## src/rtl/serial_adder_ctrl.sv

```systemverilog
// Bit-serial adder controller: one full-adder cell iterated WIDTH times.
// Optional subtract mode enabled by defining SERIAL_ADD_SUB_EN.
module serial_adder_ha (
  input  logic i_a,
  input  logic i_b,
  output logic o_s,
  output logic o_c
);
  assign o_s = i_a ^ i_b;
  assign o_c = i_a & i_b;
endmodule

module serial_adder_ctrl #(
  parameter int WIDTH = 8,
  parameter int CNTW  = 4
) (
  input  logic             CLK,
  input  logic             Reset_L,
  input  logic             Start,
  input  logic [WIDTH-1:0] A,
  input  logic [WIDTH-1:0] B,
`ifdef SERIAL_ADD_SUB_EN
  input  logic             Sub,
`endif
  output logic             Busy,
  output logic             Done,
  output logic [WIDTH-1:0] Sum,
  output logic             Cout
);

  typedef enum logic [1:0] {
    S_IDLE,
    S_RUN,
    S_DONE
  } state_t;

  localparam logic [CNTW-1:0] LAST = CNTW'(WIDTH - 1);

  state_t           r_state;
  logic [WIDTH-1:0] r_sha;
  logic [WIDTH-1:0] r_shb;
  logic             r_carry;
  logic [CNTW-1:0]  r_cnt;

  logic             w_s0;
  logic             w_c0;
  logic             w_c1;
  logic             w_sum;
  logic             w_cout;
  logic [WIDTH-1:0] w_bload;
  logic             w_cin;

`ifdef SERIAL_ADD_SUB_EN
  // Subtract as A + ~B + 1; carry-out high means no borrow.
  assign w_bload = Sub ? ~B : B;
  assign w_cin   = Sub;
`else
  assign w_bload = B;
  assign w_cin   = 1'b0;
`endif

  serial_adder_ha u_ha0 (
    .i_a (r_sha[0]),
    .i_b (r_shb[0]),
    .o_s (w_s0),
    .o_c (w_c0)
  );

  serial_adder_ha u_ha1 (
    .i_a (w_s0),
    .i_b (r_carry),
    .o_s (w_sum),
    .o_c (w_c1)
  );

  assign w_cout = w_c0 | w_c1;

  always_ff @(posedge CLK) begin
    if (!Reset_L) begin
      r_state <= S_IDLE;
      Busy    <= 1'b0;
      Done    <= 1'b0;
      Sum     <= '0;
      Cout    <= 1'b0;
      r_carry <= 1'b0;
      r_cnt   <= '0;
      r_sha   <= '0;
      r_shb   <= '0;
    end else begin
      unique case (r_state)
        S_IDLE: begin
          Done <= 1'b0;
          if (Start) begin
            r_sha   <= A;
            r_shb   <= w_bload;
            r_carry <= w_cin;
            r_cnt   <= '0;
            Sum     <= '0;
            Cout    <= 1'b0;
            Busy    <= 1'b1;
            r_state <= S_RUN;
          end
        end
        S_RUN: begin
          Sum     <= {w_sum, Sum[WIDTH-1:1]};
          r_sha   <= {1'b0, r_sha[WIDTH-1:1]};
          r_shb   <= {1'b0, r_shb[WIDTH-1:1]};
          r_carry <= w_cout;
          r_cnt   <= r_cnt + CNTW'(1);
          if (r_cnt == LAST) begin
            Cout    <= w_cout;
            Busy    <= 1'b0;
            Done    <= 1'b1;
            r_state <= S_DONE;
          end
        end
        S_DONE: begin
          Done    <= 1'b0;
          r_state <= S_IDLE;
        end
        default: begin
          Busy    <= 1'b0;
          Done    <= 1'b0;
          r_state <= S_IDLE;
        end
      endcase
    end
  end

endmodule

```

## config.mk

```make
export PLATFORM = sky130hd
export DESIGN_NAME = serial_adder_ctrl
export DESIGN_NICKNAME = d
export VERILOG_FILES = /design/src/rtl/serial_adder_ctrl.sv
export SDC_FILE = /design/constraint.sdc
export NUM_CORES = 1
export LEC_CHECK = 0
export CAP_MARGIN = 25
export CORE_MARGIN = 1.5
export CORE_UTILIZATION = 49
export DETAILED_ROUTE_END_ITERATION = 8
export GPL_TIMING_DRIVEN = 0
export PLACE_DENSITY = 0.77
export SLEW_MARGIN = 20
export SYNTH_ARGS = -nofsm -noshare
export SYNTH_HDL_FRONTEND = slang
export SYNTH_SLANG_ARGS = --single-unit
```

## constraint.sdc

```tcl
create_clock -name CLK -period 2.1 [get_ports CLK]
set_clock_uncertainty 0.2 [all_clocks]
set_input_delay 0.42 -clock CLK [delete_from_list [all_inputs] [get_ports CLK]]
set_output_delay 0.42 -clock CLK [all_outputs]
set_load 0.01 [all_outputs]
```

==> metrics.txt <==
status finished clean; initial antenna violation count 0; postcts setup bufs 0; Hold Path Cell Cnt 2; Max-Cap Viols 0; Slew @ Worst Pin 0.4191 ns; min cycle time layout 1.878 ns; setup TNS 0 ns; CTS tree yes; Worst setup SP type register; largest net degree at the start of global routing 11; CORE AREA 2734 um2; Reg-to-Reg Start r_cnt[0]$_SDFFE_PN0P_; Top delay family on crit path buffers and inverters; clock-pin slew on the worst setup and hold paths 0.09 ns; fmax 532.4 MHz; Die Ht 56.31 um; hold_buf cts 0; final wirelength 3083 um; CP max-delay cell clkdlybuf4s50_1; Worst VDD drop 0.5295 mV; starting density of the core 50.94%; final core utilization 64.62%; Syn Std Cell Area 1393 um2; Hold Startpoint Done$_SDFFE_PN0N_; Die W 56.31 um; unrepaired setup endpoints after global routing no; Hold Path Sink Done$_SDFFE_PN0N_; Crit. End Element output port; Seq/Total Area, Yosys 48.88%; DRC violations left 0; clock sinks 34; fin crit share 89.45%; DRT iter0 DRCs 35; GRT Util Overall 22.02%; asr flop ratio synth 0%; # rows 19; Resized cells post-CTS 0; reg2reg path depth 4; nets 217; post-synthesis register bit count 34; power density cells 676.2 nW/um2; number of global-route vias before repair 1263; I/O pin count 30; gr ovfl total 0; Area Growth Syn to Fin 26.86%; wire per inst 13.58 um; GPL Wtd Cong 0.7894; Synth Flop Type dfxtp_1; Synth cell types 35; setup violators final 0; Clock Latency Late Sink 0.33 ns; total CTS buffers 5; Arr. time, crit path 1.26 ns; crit-path max FO 3; Mean Syn Cell Area 8.704 um2; Buf/Inv on CP 1; Final ANT Viol Nets 0; CTS Buffer Depth 2; Post-synth EDFFs 0; fill cell count 249; layout cell share with drive strength beyond 1 8.163%; Max H-tree Level 2; Final Max Tran Viols 0; critical path class reg -> out; Pre-Repair DR Iteration Count 4; worst hold path class reg -> reg; Critical Path RT 1.48 ns; clk root buf clkbuf_4; Final Hold Fails 0; ant diodes 0; max_slew headroom 72.06%; via count 1257; Reg2Reg Setup Slack 0.50 ns; via-per-instance ratio 5.537; r2r endpoint Busy$_SDFFE_PN0P_; first-pass GRT wire length 5340 um; die footprint 3171 um2; syn nets 181; PortBufs 29; YS warnings 0; dpl hpwl 2276 um; total leakage power 0.0006780 uW; cell count after synthesis 160; CP peak stage delay 0.55 ns; crit-path cells clkdlybuf4s50_1
## placed cells by master, fill, tap and decap left out, types with 4 or more instances in the layout
| cell type | n |
|---|---|
| a21oi_1 | 28 |
| nand2_1 | 17 |
| buf_2 | 6 |
| nand3_1 | 4 |
| dfxtp_1 | 34 |
| clkdlybuf4s50_1 | 29 |
| clkbuf_4 | 5 |
| nor2_1 | 13 |
| a22oi_1 | 10 |
| o21ai_0 | 15 |
| clkbuf_1 | 4 |
## synth_stat cells, types with 2 or more instances
cell	n	area, um2
a211oi_1	2	15.01
a21oi_1	28	140.1
a22o_1	2	17.52
a22oi_1	10	75.07
a31oi_1	2	12.51
a32o_1	2	20.02
buf_2	6	30.03
clkbuf_1	2	7.510
dfxtp_1	34	680.7
nand2_1	17	63.81
nand3_1	4	20.02
nor2_1	13	48.80
nor2b_1	2	12.51
o21ai_0	15	75.07
## report_power, final
| part | switching, uW | internal, uW |
|---|---|---|
| sequential | 18.6 | 677 |
| clock | 201 | 126 |
| combinational | 88.2 | 83.7 |
| total | 308 | 887 |
## kinds of logic (layout without fill, tap and decap cells)
logic type | count (synthesis) | after routing | synth area share (%)
and+or+nand+nor | 45 | 45 | 14.92
AOI/OAI and AO/OA | 65 | 65 | 28.66
DFF | 34 | 34 | 48.88
adders and majority gates | 2 | 2 | 2.336
buffers and inverters | 14 | 50 | 5.210
## final cells by class
type                       count  area, um2  share of cell area, %
sequential                    34      680.7                  38.53
multi-input combinational    112      639.4                  36.19
timing repair buffer          29      290.3                  16.43
buffer                        12      65.06                  3.683
clock buffer                   7      45.04                  2.550
tap                           31      38.79                  2.195
inverter                       2      7.507                 0.4249
## metal layers
layer / routed length [um] / share of wire (%) / GRT usage (%) / vias up
met5: 0 / 0 / 0 / -
met4: 16 / 0.52 / 6.122 / 0
met3: 139 / 4.5 / 8.756 / 2
met2: 1597 / 52 / 39.33 / 24
met1: 1330 / 43 / 24.04 / 588
li1: - / - / - / 643
## state kept, by name, indices dropped and copies added (netlist names)
register  flops
r_cnt         4
Sum           8
r_state       2
r_shb         8
Done          1
r_sha         8
Cout          1
r_carry       1
Busy          1
## per-stage QoR
stage	cells	power, uW	setup slack, ns	hold WS [ns]	area (um2)
3_3_place_gp	220	876.1	0.1464	0.2846	1722
4_1_cts	227	1204	0.2180	0.3134	1767
2_1_floorplan	160	809.9	0.6445	0.2620	1393
6_report	227	1195	0.2216	0.3105	1767
5_1_grt	227	1266	0.1627	0.3429	1767
3_5_place_dp	220	883.9	0.1142	0.3002	1722
## how the worst max path moves through the flow
stage | from | end | slack (ns) | depth (start not counted)
2_1_floorplan | r_cnt[0]$_SDFFE_PN0P_ | Busy$_SDFFE_PN0P_ | 0.64 | 4
3_3_place_gp | Start | r_shb[6]$_SDFFE_PN0P_ | 0.15 | 5
3_5_place_dp | Start | r_shb[3]$_SDFFE_PN0P_ | 0.11 | 5
4_1_cts | Cout$_SDFFE_PN0P_ | Cout | 0.22 | 1
5_1_grt | Sum[1]$_SDFFE_PN0P_ | Sum[1] | 0.16 | 1
6_report | Sum[1]$_SDFFE_PN0P_ | Sum[1] | 0.22 | 1
Note: power is estimated with default switching activity, not from simulation.
